--- config.mk ---
export PLATFORM = sky130hd
export DESIGN_NAME = gdiv_sequencer_flat
export DESIGN_NICKNAME = d
export VERILOG_FILES = /design/src/rtl/gdiv_sequencer_if.sv /design/src/rtl/gdiv_sequencer.sv /design/src/flat_wrapper.sv
export SDC_FILE = /design/constraint.sdc
export NUM_CORES = 1
export LEC_CHECK = 0
export ABC_CLOCK_PERIOD_IN_PS = 4500
export BUFFER_PORTS_ARGS = -buffer_cell sky130_fd_sc_hd__clkbuf_2
export CAP_MARGIN = 15
export CORE_ASPECT_RATIO = 0.75
export CORE_MARGIN = 2
export CORE_UTILIZATION = 50
export DETAILED_ROUTE_END_ITERATION = 16
export PLACE_DENSITY_LB_ADDON = 0.3
export SLEW_MARGIN = 10
export SYNTH_ARGS = -nofsm -noshare
export SYNTH_HDL_FRONTEND = slang
export SYNTH_SLANG_ARGS = --single-unit
export TNS_END_PERCENT = 5
--- constraint.sdc ---
create_clock -name clk -period 4.5 [get_ports clk]
set_clock_uncertainty 0.1 [all_clocks]
set_input_delay 0.9 -clock clk [delete_from_list [all_inputs] [get_ports clk]]
set_output_delay 0.9 -clock clk [all_outputs]
set_load 0.01 [all_outputs]
--- src/rtl/gdiv_sequencer_if.sv ---
// Request/response handshake bundle between the FP divide front end and gdiv_sequencer.
// The front end takes the master modport and the sequencer takes the slave modport.
interface gdiv_sequencer_if #(
   parameter int WIDTH = 23
);
   logic             in_valid;
   logic             in_ready;
   logic [WIDTH-1:0] in_m1;
   logic [WIDTH-1:0] in_m2;
   logic             out_valid;
   logic             out_ready;
   logic [WIDTH-1:0] out_m3;
   logic             out_dec_exp;
   logic             out_inexact;

   modport master (
      output in_valid, in_m1, in_m2, out_ready,
      input  in_ready, out_valid, out_m3, out_dec_exp, out_inexact
   );

   modport slave (
      input  in_valid, in_m1, in_m2, out_ready,
      output in_ready, out_valid, out_m3, out_dec_exp, out_inexact
   );
endinterface

--- src/rtl/gdiv_sequencer.sv ---
// Operation-level controller for the Goldschmidt mantissa divider: accepts one operand
// pair, steps the divider through seed/iterate/remainder phases and holds the result.
module gdiv_sequencer #(
   parameter int WIDTH   = 23,
   parameter int ITERS   = 3,
   parameter int MUL_LAT = 1
) (
   input  logic             clk,
   input  logic             reset,
   input  logic             flush,
   gdiv_sequencer_if.slave  bus,
   output logic             busy,
   output logic [WIDTH-1:0] dp_m1,
   output logic [WIDTH-1:0] dp_m2,
   output logic             dp_mode,
   output logic             dp_stage,
   output logic             dp_rem,
   input  logic [WIDTH-1:0] dp_m3,
   input  logic             dp_dec_exp,
   input  logic             dp_rem_sign,
   input  logic             dp_rem_zero
);

   typedef enum logic [2:0] {
      IDLE = 3'd0,
      LOAD = 3'd1,
      ITER = 3'd2,
      REM  = 3'd3,
      CAPT = 3'd4,
      DONE = 3'd5
   } state_t;

   localparam logic [1:0] CYC_LAST  = 2'(MUL_LAT - 1);
   localparam logic [3:0] ITER_LAST = 4'(ITERS - 1);

   state_t           state;
   logic [1:0]       cyc_cnt;
   logic [3:0]       iter_cnt;
   logic             in_ready_r;
   logic             out_valid_r;
   logic [WIDTH-1:0] out_m3_r;
   logic             out_dec_exp_r;
   logic             out_inexact_r;

   // Remainder sign is kept on the port for a future rounding step.
   logic unused_rem_sign;
   assign unused_rem_sign = dp_rem_sign;

   assign bus.in_ready    = in_ready_r;
   assign bus.out_valid   = out_valid_r;
   assign bus.out_m3      = out_m3_r;
   assign bus.out_dec_exp = out_dec_exp_r;
   assign bus.out_inexact = out_inexact_r;

   always_ff @(posedge clk or negedge reset) begin
      if (!reset) begin
         state         <= IDLE;
         cyc_cnt       <= '0;
         iter_cnt      <= '0;
         in_ready_r    <= 1'b1;
         out_valid_r   <= 1'b0;
         busy          <= 1'b0;
         dp_mode       <= 1'b0;
         dp_stage      <= 1'b0;
         dp_rem        <= 1'b0;
         dp_m1         <= '0;
         dp_m2         <= '0;
         out_m3_r      <= '0;
         out_dec_exp_r <= 1'b0;
         out_inexact_r <= 1'b0;
      end else if (flush) begin
         // Abort wins over accept and over the response handshake; result data is kept.
         state       <= IDLE;
         cyc_cnt     <= '0;
         iter_cnt    <= '0;
         in_ready_r  <= 1'b1;
         out_valid_r <= 1'b0;
         busy        <= 1'b0;
         dp_mode     <= 1'b0;
         dp_stage    <= 1'b0;
         dp_rem      <= 1'b0;
      end else begin
         case (state)
            IDLE: begin
               if (bus.in_valid && in_ready_r) begin
                  dp_m1      <= bus.in_m1;
                  dp_m2      <= bus.in_m2;
                  state      <= LOAD;
                  in_ready_r <= 1'b0;
                  busy       <= 1'b1;
                  dp_mode    <= 1'b0;
                  dp_stage   <= 1'b0;
               end
            end
            LOAD: begin
               state    <= ITER;
               dp_mode  <= 1'b1;
               dp_stage <= 1'b0;
               cyc_cnt  <= '0;
               iter_cnt <= '0;
            end
            ITER: begin
               if (cyc_cnt == CYC_LAST) begin
                  cyc_cnt <= '0;
                  if (!dp_stage) begin
                     dp_stage <= 1'b1;
                  end else begin
                     dp_stage <= 1'b0;
                     if (iter_cnt == ITER_LAST) begin
                        iter_cnt <= '0;
                        state    <= REM;
                        dp_rem   <= 1'b1;
                     end else begin
                        iter_cnt <= iter_cnt + 4'd1;
                     end
                  end
               end else begin
                  cyc_cnt <= cyc_cnt + 2'd1;
               end
            end
            REM: begin
               if (cyc_cnt == CYC_LAST) begin
                  cyc_cnt <= '0;
                  state   <= CAPT;
                  dp_mode <= 1'b0;
                  dp_rem  <= 1'b0;
               end else begin
                  cyc_cnt <= cyc_cnt + 2'd1;
               end
            end
            CAPT: begin
               out_m3_r      <= dp_m3;
               out_dec_exp_r <= dp_dec_exp;
               out_inexact_r <= ~dp_rem_zero;
               out_valid_r   <= 1'b1;
               state         <= DONE;
            end
            DONE: begin
               if (bus.out_ready) begin
                  out_valid_r <= 1'b0;
                  in_ready_r  <= 1'b1;
                  busy        <= 1'b0;
                  state       <= IDLE;
               end
            end
            default: begin
               state       <= IDLE;
               in_ready_r  <= 1'b1;
               out_valid_r <= 1'b0;
               busy        <= 1'b0;
               dp_mode     <= 1'b0;
               dp_stage    <= 1'b0;
               dp_rem      <= 1'b0;
            end
         endcase
      end
   end

endmodule

--- src/flat_wrapper.sv ---
// flat-port wrapper written by rule: the top's interface ports become plain ports
module gdiv_sequencer_flat 
#(
   parameter int WIDTH   = 23,
   parameter int ITERS   = 3,
   parameter int MUL_LAT = 1
)
  (clk, reset, flush, busy, dp_m1, dp_m2, dp_mode, dp_stage, dp_rem, dp_m3, dp_dec_exp, dp_rem_sign, dp_rem_zero, bus_in_valid, bus_in_m1, bus_in_m2, bus_out_ready, bus_in_ready, bus_out_valid, bus_out_m3, bus_out_dec_exp, bus_out_inexact);
  gdiv_sequencer_if #(.WIDTH(WIDTH)) bus_i ();
  input  logic clk;
  input  logic reset;
  input  logic flush;
  output logic busy;
  output logic [WIDTH-1:0] dp_m1;
  output logic [WIDTH-1:0] dp_m2;
  output logic dp_mode;
  output logic dp_stage;
  output logic dp_rem;
  input  logic [WIDTH-1:0] dp_m3;
  input  logic dp_dec_exp;
  input  logic dp_rem_sign;
  input  logic dp_rem_zero;
  input wire logic [$bits(bus_i.in_valid)-1:0] bus_in_valid;
  input wire logic [$bits(bus_i.in_m1)-1:0] bus_in_m1;
  input wire logic [$bits(bus_i.in_m2)-1:0] bus_in_m2;
  input wire logic [$bits(bus_i.out_ready)-1:0] bus_out_ready;
  output wire logic [$bits(bus_i.in_ready)-1:0] bus_in_ready;
  output wire logic [$bits(bus_i.out_valid)-1:0] bus_out_valid;
  output wire logic [$bits(bus_i.out_m3)-1:0] bus_out_m3;
  output wire logic [$bits(bus_i.out_dec_exp)-1:0] bus_out_dec_exp;
  output wire logic [$bits(bus_i.out_inexact)-1:0] bus_out_inexact;
  assign bus_i.in_valid = bus_in_valid;
  assign bus_i.in_m1 = bus_in_m1;
  assign bus_i.in_m2 = bus_in_m2;
  assign bus_i.out_ready = bus_out_ready;
  assign bus_in_ready = bus_i.in_ready;
  assign bus_out_valid = bus_i.out_valid;
  assign bus_out_m3 = bus_i.out_m3;
  assign bus_out_dec_exp = bus_i.out_dec_exp;
  assign bus_out_inexact = bus_i.out_inexact;
  gdiv_sequencer #(.WIDTH(WIDTH), .ITERS(ITERS), .MUL_LAT(MUL_LAT)) u_core (.clk(clk), .reset(reset), .flush(flush), .bus(bus_i), .busy(busy), .dp_m1(dp_m1), .dp_m2(dp_m2), .dp_mode(dp_mode), .dp_stage(dp_stage), .dp_rem(dp_rem), .dp_m3(dp_m3), .dp_dec_exp(dp_dec_exp), .dp_rem_sign(dp_rem_sign), .dp_rem_zero(dp_rem_zero));
endmodule
==> results.md <==
* Outcome: finished clean
* Seq pwr share at 44.2%
* Placed cells at 471
* Synth Net Count at approximately 330
* Post-synthesis sequential area ratio at 61.1%
* GRT overflow at 0
* Slew HR at 29.9%
* Inserted Diodes at 0
* Fin. Hold Viols at 0
* Die Area at 0.00775 mm²
* Worst path cell trace: clkbuf_2 > or4b_4 > or2_1 > nand4_1 > mux2_2
* Final Setup Violations at 0
* P_leak at 2.32 nW
* Syn Area/Cell at 14.3 µm²
* Hold buffers post-CTS at 0
* Post-synth EDFFs at 0
* Clk Latency, worst-skew pair at 0.35 ns
* Dpl cell area at 0.00434 mm²
* Critical path class: input pin to register
* CTS tree: yes
* Area growth, synth to finish at 29.0%
* Slew Viols, Final at 0
* Fmax at about 0.43 GHz
* Final Non-Filler Cells at 487
* Share of the synthesized area in the top cell type at 60.3%
* Peak supply drop at 0.422 mV
* Clock share of power at 18.8%
* Syn Inst Count at 247
* CP startpoint kind: input pin
* Hold EP: u_core.bus.out_valid
* Setup ws final at ~2.2 ns
* Synth top area cells: dfrtp_1 (60%), mux2_2 (23%), ha_1 (1.4%)
* Initial antenna violation count at 0
* Nature of the critical path endpoint: register
* Fin crit share at 51.9%
* Post-Route WL at 7230 µm
* Hold crit path type: register to register
* Synth async-reset ratio at 100%
* Switch share at 33.9%
* Worst r2r src: u_core.state[0]
* Leading area contributor after synthesis: dfrtp_1
* Clock Path Buffers at 2
* Initial DRC count at 91
* Die Ht at 76.7 µm
* Global-route wire length before repair at between 10000 and 15000 µm
* PostCTS Resize Cnt at 0
* Required time worst endpoint at 4.64 ns
* Int Power at 1.95 mW
* Critical Path Max Stage Delay at 0.55 ns
* PwrDens at 647 mW/mm²
* IO Count at around 150
* Tightest Pin Transition at 1.05 ns
* Commonest non-fill, non-tap cell in the layout: clkbuf_2
* Core area at 0.00683 mm²
* Worst reg2reg path depth at 4
* Post-route cell area at 0.00455 mm²
* I/O Buffers at 152
* Placer Congestion at around 0.78
* RSZ-0062 raised after global routing: no
* # fillers at between 500 and 600
* Die X at 101 µm
* Top FF cell, synth: dfrtp_1
* Nets at 479
* Clk sinks at 86
* CP Buf/Inv Count at 1
* Psw at 999 µW
* Synthesized area at 0.00353 mm²
* Clock transition at path regs at about 0.090 ns
* Dpl ws at about 1.5 ns
* # DRC at 0
* Post-route ant nets at 0
* Post-CTS Setup Bufs at 0
* Initial core utilization at 51.6%
* Critical hold path startpoint: u_core.bus.out_valid
* Min Tclk post-route at approximately 2.3 ns
* Total power at 2.94 mW
* Max_cap viols at 0
* Largest net degree at the start of global routing at 87
* CP Max Fanout at 14
* Synth warn at 0
* Share of post-route cells with drive strength above 1 at 62.0%
* Yosys reg bits at 86
* Worst hold stages at 1
* Final Util at 66.6%
* Vias per cell at 5.12
* H-tree levels at 3
* CP delay by family, top: simple AND/OR/NAND/NOR gates
* Rows at 26
* Commonest cells after routing, fill and taps aside: clkbuf_2 (151), dfrtp_1 (85), mux2_2 (72), clkbuf_8 (10), nor2_1 (9)
* Slowest library cell on the worst path: or4b_4
* Drt wl/cell at ~15 µm
* Setup_tns at 0 ns
* Worst r2r dst: u_core.state[0]
* Number of clock buffers inserted by TritonCTS at 9
* Final HPWL DP at 5170 µm
* Detailed Routing Iterations Pass 1 at 4
* Hold Slack at 0.389 ns
* CTS root buf: clkbuf_8
* Flop-to-flop setup slack at approximately 2.3 ns
* Synth cell types at 40
* Via total after detailed routing at roughly 2500
* Comb pwr share at 37.0%
* GRT Total Usage at 19.3%
* WP data arrival at 2.47 ns
* Number of global-route vias before repair at 2615
## registers in the layout, summed over array words and instances, names as in the netlist
name                    cells
u_core.busy                 1
u_core.bus.out_dec_exp      1
u_core.dp_mode              1
u_core.bus.out_m3          23
u_core.bus.out_inexact      1
u_core.dp_stage             1
u_core.bus.out_valid        1
u_core.state                3
u_core.dp_m1               23
u_core.bus.in_ready         1
u_core.dp_rem               1
u_core.dp_m2               23
u_core.cyc_cnt              2
u_core.iter_cnt             4
## routing by layer
layer  up-vias  part of all wire, %  track usage (%)
met5         -                    0                0
met4         0                  2.0             7.84
met3        15                   10             7.93
met2       118                   48             31.8
met1      1196                   40             22.3
li1       1165                    -                -
## Yosys cell counts (all sizes together) (3+ instances only)
cell / count
or2: 3
nor2: 10
ha: 4
nand2: 6
clkbuf: 3
nand3: 3
mux2: 72
dfrtp: 85
buf: 10
o21ai: 8
a21oi: 5
o31ai: 3
inv: 7
## cell families after synthesis
family | Yosys count | synth area share [%]
buffers and inverters | 20 | 2.73
AOI/OAI and AO/OA | 27 | 5.68
muxes | 73 | 23.3
DFF | 86 | 61.1
xor gates and xnor gates | 2 | 0.497
and+or+nand+nor | 35 | 5.36
adders and majority gates | 4 | 1.42
## power by group through the flow
stage | combinational (mW) | clock (mW) | sequential (mW)
final | 1.09 | 0.555 | 1.30
after CTS | 1.11 | 0.574 | 1.30
after global routing | 1.19 | 0.602 | 1.35
after global placement | 1.07 | 0 | 1.30
after detailed placement | 1.11 | 0 | 1.32
after floorplan | 0.531 | 0 | 1.43
## final cells by class
cell class	instances	area (µm²)	area share, %
clock inverter	6	70.1	1.54
multi-input combinational	141	1290	28.3
clock buffer	10	138	3.03
tap	84	105	2.31
sequential	86	2150	47.3
timing repair buffer	153	771	16.9
inverter	7	26.3	0.578
## worst max-delay path by stage
stage,endpoint,slack [ns],startpoint,cells after the start
CTS,u_core.bus.out_m3[22],1.92,flush,4
floorplan,u_core.state[0],2.16,flush,4
detailed placement,u_core.bus.out_m3[6],1.53,flush,4
finish,u_core.state[0],2.17,flush,5
global route,u_core.dp_m1[6],2.08,flush,6
global placement,u_core.bus.out_m3[14],1.61,flush,4
## worst reg2reg max path, cell delays in order (launching register included)
cell and delay [ns]:
dfrtp_1 0.54, or4b_4 0.61, or2_1 0.29, nand4_1 0.17, mux2_2 0.35
Note: power is estimated with default switching activity, not from simulation.
